===== src/rtl/icache_direct.sv =====
// icache_direct: direct-mapped, one-word-per-frame, read-only instruction cache.
// Ports:
//   CLK, nRST          clock (rising edge), asynchronous active-low reset
//   imemREN, imemaddr  fetch request and byte address from the datapath
//   ihit, imemload     same-cycle hit flag and instruction word (0 on miss)
//   iREN, iaddr        memory read request and word-aligned address
//   iwait, iload       memory busy flag and read data (valid when iwait = 0)
module icache_direct #(
    parameter int SETS = 16
) (
    input  logic        CLK,
    input  logic        nRST,
    input  logic        imemREN,
    input  logic [31:0] imemaddr,
    output logic        ihit,
    output logic [31:0] imemload,
    output logic        iREN,
    output logic [31:0] iaddr,
    input  logic        iwait,
    input  logic [31:0] iload
);
    localparam int IDX = $clog2(SETS);
    localparam int TAG = 30 - IDX;

    typedef enum logic {IDLE, FETCH} state_t;

    state_t            r_state, w_next;
    logic [SETS-1:0]   r_valid;
    logic [TAG-1:0]    r_tag  [SETS];
    logic [31:0]       r_data [SETS];
    logic [29:0]       r_miss;
    logic [IDX-1:0]    w_idx, w_fidx;
    logic [TAG-1:0]    w_tag;
    logic              w_fill, w_miss;
    logic [1:0]        w_unused;

    assign w_unused = imemaddr[1:0];
    assign w_idx    = imemaddr[IDX+1:2];
    assign w_tag    = imemaddr[31:IDX+2];
    assign w_fidx   = r_miss[IDX-1:0];

    // Hit is evaluated against the current fetch address, so a fill for an
    // abandoned address can never produce a false hit.
    assign ihit     = imemREN & r_valid[w_idx] & (r_tag[w_idx] == w_tag);
    assign imemload = ihit ? r_data[w_idx] : '0;

    always_comb begin
        w_next = r_state;
        iREN   = 1'b0;
        iaddr  = '0;
        w_fill = 1'b0;
        w_miss = 1'b0;
        if (r_state == IDLE) begin
            w_miss = imemREN & ~ihit;
            if (w_miss) w_next = FETCH;
        end else begin
            iREN   = 1'b1;
            iaddr  = {r_miss, 2'b00};
            w_fill = ~iwait;
            if (w_fill) w_next = IDLE;
        end
    end

    always_ff @(posedge CLK or negedge nRST) begin
        if (!nRST) begin
            r_state <= IDLE;
            r_valid <= '0;
            r_miss  <= '0;
        end else begin
            r_state <= w_next;
            if (w_miss) r_miss <= imemaddr[31:2];
            if (w_fill) r_valid[w_fidx] <= 1'b1;
        end
    end

    // Tag/data need no reset: the valid bit guards every read.
    always_ff @(posedge CLK) begin
        if (w_fill) begin
            r_tag[w_fidx]  <= r_miss[29:IDX];
            r_data[w_fidx] <= iload;
        end
    end
endmodule


===== config.mk =====
export PLATFORM = sky130hd
export DESIGN_NAME = icache_direct
export DESIGN_NICKNAME = d
export VERILOG_FILES = /design/src/rtl/icache_direct.sv
export SDC_FILE = /design/constraint.sdc
export NUM_CORES = 1
export LEC_CHECK = 0
export ABC_AREA = 0
export BUFFER_PORTS_ARGS = -buffer_cell sky130_fd_sc_hd__buf_2
export CAP_MARGIN = 20
export CORE_AREA = 4 4 282 284
export DETAILED_ROUTE_END_ITERATION = 8
export DIE_AREA = 0 0 286 288
export GPL_TIMING_DRIVEN = 0
export PLACE_DENSITY = 0.69
export SLEW_MARGIN = 10
export SYNTH_ARGS = -nofsm -noshare
export SYNTH_HDL_FRONTEND = slang
export SYNTH_SLANG_ARGS = --single-unit

===== constraint.sdc =====
create_clock -name CLK -period 5.6 [get_ports CLK]
set_input_delay 0.84 -clock CLK [delete_from_list [all_inputs] [get_ports CLK]]
set_output_delay 0.84 -clock CLK [all_outputs]
set_load 0.01 [all_outputs]

## After elaboration in Yosys (flattened, before gate mapping)

Memories as Yosys holds them, arrays and structs flattened.
Index checks and enable logic that the tools add are counted.

- Register bits: 47
- RAM bits: 928
- Input port bits: 68
- Memories kept: 2

Memory list:

| memory | words | width | rd ports | clocked after memory_dff | write ports | RTL line | text |
|---|---|---|---|---|---|---|---|
| r_data | 16 | 32 | 1 | 0 | 1 | 30 | `logic [31:0] r_data [SETS];` |
| r_tag | 16 | 26 | 1 | 0 | 1 | 29 | `logic [TAG-1:0] r_tag [SETS];` |

- $lt $le $gt $ge: 3
- Eq/ne operators: 1
- Muxes and demuxes: 14
- Bitwise operators: 6
- Reduce and logical (&&, ||, !) cells: 1

Operators by type and width:

| cell | count |
|---|---|
| $mux W32 | 2 |
| $eq A26 B26 Y1 | 1 |
| $or A16 B16 Y16 | 1 |
| $lt A4 B5 Y1 const B | 2 |
| $mux W1 | 10 |
| $bmux W1 S4 | 1 |
| $demux W1 S4 | 1 |
| $ge A4 B1 Y1 const B | 1 |
| $and A1 B1 Y1 | 3 |
| $not A1 Y1 | 2 |
| $logic_and A1 B1 Y1 | 1 |

## Depth between registers and ports, before layout

Gate-level depths: netlist (run 1).

- Depth in word-level cells: 8
- Gate-level depth with buffers: 15

## Worst setup path before layout (run 1)

No wires, ideal clock.

- Kind: input -> register
- From: in iwait
- To: reg r_valid[0]
- Data arrival time: 5.801 ns
- Slack: -0.290 ns
- Stages on the path: 4
- Path buffers: 0
- Cells stage by stage: nand2b_1 > or3_1 > nor3_1 > or2_2

- Longest elaborated chain between the ends: 2

RTL lines:

| element | RTL line | text |
|---|---|---|
| start: declaration | 19 | `input logic iwait,` |
| $not A1 Y1 | 59 | `w_fill = ~iwait;` |
| $mux W1 | 53 | `if (r_state == IDLE) begin` |
| end signal: assignment | 67 | `r_valid <= '0;` |
| end signal: indexed assignment | 72 | `if (w_fill) r_valid[w_fidx] <= 1'b1;` |
| end: declaration | 28 | `logic [SETS-1:0] r_valid;` |

Every way passes these cells.
A chain may end at the register's enable or synchronous reset.

## Final worst setup path (run 1)

- From: in imemaddr[4]
- To: out imemload[17]

- Longest elaborated chain between the ends: 5
- Elaborated cells between the ends (all ways): 8
- Those cells by class: eq/ne (1); mux (3); bitwise (2); memory (2)

RTL lines:

| element | RTL line | text |
|---|---|---|
| start: declaration | 14 | `input logic [31:0] imemaddr,` |
| branches (longest 4 deep; another with $mem_v2 Z16 W26) | - |  |
| $mux W32 (*) | 45 | `assign imemload = ihit ? r_data[w_idx] : '0;` |
| end: declaration | 16 | `output logic [31:0] imemload,` |

Mark *: on every way between the ends. The select of a mux whose other input is x is not followed.

==> results of run 1 <==
per-stage QoR:
| step | instances | instance area, um^2 | setup TNS (ps) |
|---|---|---|---|
| after floorplan | 1706 | 38300 | 0 |
| after global placement | 2872 | 40200 | -2051970 |
| after detailed placement | 2935 | 41700 | -52550 |
| after CTS | 3121 | 45000 | 0 |
| after global routing | 3124 | 45100 | -0.921 |
| final | 3127 | 45100 | 0 |
report_power, final:
part	internal (W)	switching [W]	total (W)
Sequential	0.00843	0.000287	0.00872
Combinational	0.000589	0.000735	0.00132
Clock	0.00363	0.00271	0.00634
Total	0.0127	0.00373	0.0164
final timing paths:
check | to | slack [ps] | from | cells past startpoint
max in group asynchronous | r_miss[5] | 4760 | nRST | 1
worst max-delay path | imemload[17] | 120 | imemaddr[4] | 15
worst min-delay path | r_miss[16] | 280 | nRST | 1
worst min register to register | r_valid[6] | 460 | r_valid[6] | 1
worst max register to register | r_miss[13] | 1840 | r_tag[10][10] | 9
min in group CLK | r_miss[14] | 460 | imemaddr[16] | 2
cell families (layout without fill, tap and decap cells):
| logic type | Yosys count | after routing | share of synthesized area, % |
|---|---|---|---|
| AOI/OAI and AO/OA | 66 | 66 | 1.29 |
| xor gates and xnor gates | 27 | 27 | 0.619 |
| buffers and inverters | 96 | 474 | 1.30 |
| DFF | 975 | 975 | 76.0 |
| muxes | 345 | 345 | 18.0 |
| other | 1 | 5 | 0.00981 |
| and+or+nand+nor | 195 | 195 | 2.86 |
final cells by class:
cell class	count	share of cell area, %
Sequential cell	975	64.4
Multi-Input combinational cell	635	19.6
Buffer	89	1.32
Antenna cell	3	0.0167
Tap cell	1040	2.89
Timing Repair Buffer	195	4.66
Clock buffer	133	6.00
Inverter	7	0.0666
Clock inverter	50	0.980
worst max-delay path, stage by stage:
cell and delay [ps]:
buf_2 120, buf_2 390, buf_2 410, buf_4 370, mux4_2 360, mux2i_1 350
nor2_1 80, a211oi_1 210, nand4_1 160, a22oi_1 190, nand4_1 110, buf_4 200
clkbuf_2 280, nor2b_1 350, buf_2 200
layer usage:
metal  part of all wire (%)  up-vias  global-route usage [%]
met2                     49     1049                    39.2
met4                    3.0        6                    7.09
li1                       -     7762                       -
met1                     39    10100                    33.4
met3                    8.9      204                    4.95
met5                  0.034        -                       0
flip-flops by register name, indices dropped and copies added (netlist names):
register	flops
r_data	512
r_tag	416
r_valid	16
r_state	1
r_miss	30
synth_stat cells, types with 3 or more instances:
| cell | count | area share [%] |
|---|---|---|
| clkbuf_1 | 38 | 0.37 |
| buf_6 | 8 | 0.24 |
| buf_1 | 16 | 0.16 |
| a221oi_1 | 3 | 0.069 |
| a32oi_1 | 3 | 0.069 |
| nor2_1 | 26 | 0.26 |
| o21ai_0 | 11 | 0.14 |
| nand2b_1 | 10 | 0.16 |
| xor2_1 | 7 | 0.16 |
| nand3_1 | 10 | 0.13 |
| o22ai_1 | 4 | 0.065 |
| mux2i_1 | 52 | 1.4 |
| nand4_1 | 7 | 0.11 |
| inv_1 | 6 | 0.059 |
| mux2_4 | 29 | 1.1 |
| buf_2 | 15 | 0.20 |
| buf_4 | 11 | 0.22 |
| and2_1 | 31 | 0.51 |
| edfxtp_1 | 928 | 73 |
| nor3_1 | 10 | 0.13 |
| mux4_2 | 261 | 15 |
| nand2_1 | 28 | 0.27 |
| o211ai_1 | 3 | 0.059 |
| dfrtp_1 | 47 | 3.1 |
| nor2b_1 | 38 | 0.62 |
| mux2_2 | 3 | 0.088 |
| a22oi_1 | 6 | 0.12 |
| a21oi_1 | 12 | 0.16 |
| xnor2_1 | 20 | 0.46 |
| or2_2 | 17 | 0.28 |
| nor3b_1 | 3 | 0.059 |
timing repair:
action                     in CTS  in global routing
resized for setup              51                 20
pin swaps                       1                  1
setup endpoints to repair      33                 30
buffers inserted                3                  0
==> metrics.md, run 1 <==
| Metric | Value |
|---|---|
| Fillers | `5522` |
| Drt wl/cell | `31.2 um` |
| Slew Limit Fails | `0` |
| Post-Syn Area | `38200 um^2` |
| Outcome | `finished clean` |
| Power density cells | `363 nW/um^2` |
| EDFF count, synth | `928` |
| Worst EP arrival | `4640 ps` |
| Core Footprint | `77100 um^2` |
| I/O Pins | `134` |
| Hold_ws | `284 ps` |
| Period Utilization, post-route | `97.8%` |
| Final clock skew | `26.4 ps` |
| Crit. End Element | `output pin` |
| Required time of the critical path | `4760 ps` |
| Synth Flop Type | `edfxtp_1` |
| Final #Nets | `2068` |
| Post-synthesis async set-or-reset flop share | `4.82%` |
| Via density | `6.13` |
| Register area | `29000 um^2` |
| Clock Sinks | `975` |
| Mapped Cells | `1705` |
| Gr ovfl total | `0` |
| Area of the die | `82400 um^2` |
| F_max | `183 MHz` |
| Antenna violations before repair | `9` |
| Detailed placement HPWL | `62900 um` |
| Critical path class | `in -> out` |
| Area of the multi-input gates | `8860 um^2` |
| Largest net degree at the start of global routing | `48` |
| First-pass GRT wire length | `141000 um` |
| Gr usage total | `24.0%` |
| Final Util | `58.5%` |
| Total CTS buffers | `97` |
| Peak VDD IR | `376 uV` |
| Initial core utilization | `49.6%` |
| Slew HR | `31.7%` |
| Synth Register Bits | `975` |
| Overall Power | `0.0164 W` |
| DRT Pass-1 Iters | `5` |
| Clock Latency Late Sink | `650 ps` |
| Row count | `102` |
| Commonest non-fill, non-tap cell in the layout | `edfxtp_1` |
| Startpoint types | `primary input` |
| Final worst path period need | `5480 ps` |
| Worst Max-Slew Pin Slew | `1020 ps` |
| Clock transition at path regs | `70 ps` |
| CTS max path bufs | `3` |
| PortBufs | `126` |
| Most frequent cells in the layout | `928 x edfxtp_1, 261 x mux4_2, 139 x buf_2` |
| H-tree Lvls | `3` |
| Die H | `288 um` |
| Post-Place Worst Slack | `-1540 ps` |
| # setup viols final | `0` |
| Root Driver | `clkbuf_16` |
| Area Overhead vs Synth | `17.9%` |
| Max_cap viols | `0` |
| Crit Path Max Fanout | `10` |
| # hold bufs at CTS | `0` |
| Routed vias | `19.2k` |
| DRT Wirelength | `97600 um` |
| Synth cell types | `61` |
| Mapped Avg Cell Area | `22.4 um^2` |
| DRC Markers | `0` |
| Routability congestion estimate | `0.955` |
| Setup WS post-layout | `122 ps` |
| Die X | `286 um` |
| HP Class | `in -> async` |
| Final hold violations | `0` |
| Synth warnings | `0` |
| Layout cells sized above 1 | `36.0%` |
| Sequential area share after synthesis | `76.0%` |
| Leakage | `14.9 nW` |
| Vias in the first global route | `19.8k` |
| CTS tree | `yes` |
| Initial DRC count | `2372` |
| ANT nets after route | `0` |
Power figures use the tool's default switching activity.
==> run 2, diff against run 1 <==
--- a/config.mk
+++ b/config.mk
@@ -8,11 +8,12 @@
 export ABC_AREA = 0
 export BUFFER_PORTS_ARGS = -buffer_cell sky130_fd_sc_hd__buf_2
 export CAP_MARGIN = 20
-export CORE_AREA = 4 4 282 284
+export CORE_AREA = 4 4 269 271
 export DETAILED_ROUTE_END_ITERATION = 8
-export DIE_AREA = 0 0 286 288
+export DIE_AREA = 0 0 273 275
 export GPL_TIMING_DRIVEN = 0
-export PLACE_DENSITY = 0.69
+export MAX_ROUTING_LAYER = met4
+export PLACE_DENSITY = 0.72
 export SLEW_MARGIN = 10
 export SYNTH_ARGS = -nofsm -noshare
 export SYNTH_HDL_FRONTEND = slang
==> constraint.sdc (replaced) <==
create_clock -name CLK -period 5.1 [get_ports CLK]
set_input_delay 0.765 -clock CLK [delete_from_list [all_inputs] [get_ports CLK]]
set_output_delay 0.765 -clock CLK [all_outputs]
set_load 0.01 [all_outputs]
==> run 2 against run 1 <==
  * Final cell count is 3.3% lower
  * Cell area is 0.11% higher
  * Worst setup slack worse by 12 ps
  * Die area is 8.9% lower
  * Critical endpoint is now imemload[5]
==> metrics.md, run 2 (same netlist as run 1, synthesis figures left out) <==
| Metric | Value |
|---|---|
| Outcome | `finished clean (unchanged)` |
| CTS max path bufs | `3 (unchanged)` |
| Gr ovfl total | `0 (unchanged)` |
| Antenna violations before repair | `6 (was 9)` |
| Power density cells | `396 nW/um^2 (was 363 nW/um^2)` |
| Fillers | `4522 (was 5522)` |
| Placed Cells | `2840 (was 2935)` |
| Detailed placement HPWL | `62800 um (was 62900 um)` |
| First-pass GRT wire length | `140000 um (was 141000 um)` |
| Max reg flops | `512 (unchanged)` |
| Routed vias | `19.3k (was 19.2k)` |
| Placed Instance Area | `41800 um^2 (was 41700 um^2)` |
| Largest net degree at the start of global routing | `48 (unchanged)` |
| Clock transition at path regs | `60 ps (was 70 ps)` |
| Die X | `273 um (was 286 um)` |
| Period Utilization, post-route | `97.8%` |
| Final clock skew | `22.9 ps (was 26.4 ps)` |
| DRT Wirelength | `97300 um (was 97600 um)` |
| Worst Max-Slew Pin Slew | `965 ps (was 1020 ps)` |
| Area Overhead vs Synth | `18.0% (was 17.9%)` |
| # setup viols final | `0 (unchanged)` |
| Gr usage total | `27.1% (was 24.0%)` |
| Post-layout instance area | `45100 um^2 (about the same)` |
| CP max-delay cell | `mux4_2 (was buf_2)` |
| Final hold violations | `0 (unchanged)` |
| Slew Limit Fails | `0 (unchanged)` |
| Unrepaired setup endpoints after global routing | `no` |
| # hold bufs at CTS | `0 (unchanged)` |
| Commonest non-fill, non-tap cell in the layout | `edfxtp_1 (unchanged)` |
| Post-Place Worst Slack | `-1590 ps (was -1540 ps)` |
| F_max | `200 MHz` |
| Largest regs | `r_data x512, r_tag x416, r_miss x30 (unchanged)` |
| Routability congestion estimate | `0.914 (was 0.955)` |
| Clock Latency Late Sink | `660 ps (was 650 ps)` |
| H-tree Lvls | `3 (unchanged)` |
| Peak VDD IR | `381 uV (was 376 uV)` |
| Initial core utilization | `54.8% (was 49.6%)` |
| Worst path max stage delay | `520 ps (was 410 ps)` |
| Final #Nets | `2070 (was 2068)` |
| DRC Markers | `0 (unchanged)` |
| Crit. End Element | `output pin (unchanged)` |
| Total CTS buffers | `97 (unchanged)` |
| Die H | `275 um (was 288 um)` |
| PortBufs | `126 (unchanged)` |
| Leakage | `14.9 nW (about the same)` |
| Largest Register | `r_data (unchanged)` |
| Required time of the critical path | `4340 ps (was 4760 ps)` |
| Final setup TNS | `0 ps (unchanged)` |
| I/O Pins | `134 (unchanged)` |
| Count of non-filler cells in the finished layout | `3024 (was 3127)` |
| Most frequent cells in the layout | `928 x edfxtp_1, 261 x mux4_2, 138 x buf_2 (was 928 x edfxtp_1, 261 x mux4_2, 139 x buf_2)` |
| Core Footprint | `69800 um^2 (was 77100 um^2)` |
| HP Class | `in -> async (unchanged)` |
| Slew HR | `35.7% (was 31.7%)` |
| Final worst path period need | `4990 ps` |
| Cell Chain, Critical Path | `buf_4 -> buf_6 -> buf_6 -> mux4_2 -> mux4_2 -> xnor2_1 -> nand4_1 -> nor4b_1 -> nand4_1 -> buf_4 -> clkbuf_4 -> nor2b_2 -> buf_2 (was buf_2 -> buf_2 -> buf_2 -> buf_4 -> mux4_2 -> mux2i_1 -> nor2_1 -> a211oi_1 -> nand4_1 -> a22oi_1 -> nand4_1 -> buf_4 -> clkbuf_2 -> nor2b_1 -> buf_2)` |
| Final Util | `64.7% (was 58.5%)` |
| Setup WS post-layout | `111 ps (was 122 ps)` |
| Vias in the first global route | `19.8k (about the same)` |
| Critical path class | `in -> out (unchanged)` |
| Startpoint types | `primary input (unchanged)` |
| CP startpoint | `imemaddr[3] (was imemaddr[4])` |
| Beginning of the worst register-to-register path | `r_tag[15][10] (was r_tag[10][10])` |
| Crit Path Max Fanout | `10 (unchanged)` |
| ANT nets after route | `0 (unchanged)` |
| Row count | `97 (was 102)` |
| Initial DRC count | `2653 (was 2372)` |
| DRT Pass-1 Iters | `5 (unchanged)` |
| Root Driver | `clkbuf_16 (unchanged)` |
| CTS tree | `yes (unchanged)` |
| Area of the die | `75100 um^2 (was 82400 um^2)` |
| Layout cells sized above 1 | `35.9% (was 36.0%)` |
| Drt wl/cell | `32.2 um (was 31.2 um)` |
| Clock Sinks | `975 (unchanged)` |
| Max_cap viols | `0 (unchanged)` |
| Worst EP arrival | `4220 ps (was 4640 ps)` |
| Via density | `6.37 (was 6.13)` |
==> run 2: stage by stage <==
stage / hold slack (ps) / total power [W]
floorplan: 434 / 0.0104
global placement: 446 / 0.0110
detailed placement: 449 / 0.0112
CTS: 188 / 0.0180
global route: 205 / 0.0184
finish: 196 / 0.0179
==> run 2: area by class of cell <==
type                    count  area [um^2]  share of cell area, %
diodes                      6         15.0                 0.0333
well taps                 940         1180                   2.61
clock inverters            34          364                  0.807
clock buffers             141         2670                   5.92
flip-flops and latches    975        29000                   64.4
repair buffers            198         2280                   5.04
inverters                   7         27.5                 0.0610
multi-input cells         635         8930                   19.8
plain buffers              88          628                   1.39
==> run 2: metal layers <==
layer  vias up  track usage [%]  part of all wire [%]
li1       7761                -                     -
met3       176             6.08                   9.5
met4         0             7.30                   2.6
met1     10300             35.7                    37
met5         -                -                     0
met2      1063             43.8                    51
==> run 2: power breakdown <==
part | switching [W] | leakage (nW) | internal, W
Combinational | 0.000808 | 4.57 | 0.000665
Sequential | 0.000322 | 8.91 | 0.00926
Clock | 0.00297 | 1.47 | 0.00387
Total | 0.00410 | 14.9 | 0.0138
==> run 2: repair_timing <==
item	4_1_cts	5_1_grt
pin swaps	1	0
gates resized for setup	80	28
buffers inserted	1	2
endpoints found under the setup margin	33	33
==> run 2: path summary, 6_finish.rpt <==
path / endpoint / slack [ps] / depth (start not counted)
hold reg to reg: r_valid[6] / 460 / 1
setup reg to reg: r_miss[24] / 1240 / 9
max in group asynchronous: r_valid[11] / 4360 / 1
min in group CLK: r_miss[28] / 380 / 2
hold / removal: r_miss[23] / 200 / 1
setup / recovery: imemload[5] / 110 / 13
==> run 2: worst max-delay path, delay by kind of cell <==
| kind | cells | cell delay [ps] |
|---|---|---|
| muxes | 2 | 850 |
| xor gates and xnor gates | 1 | 440 |
| buffers and inverters | 6 | 1270 |
| and+or+nand+nor | 4 | 860 |
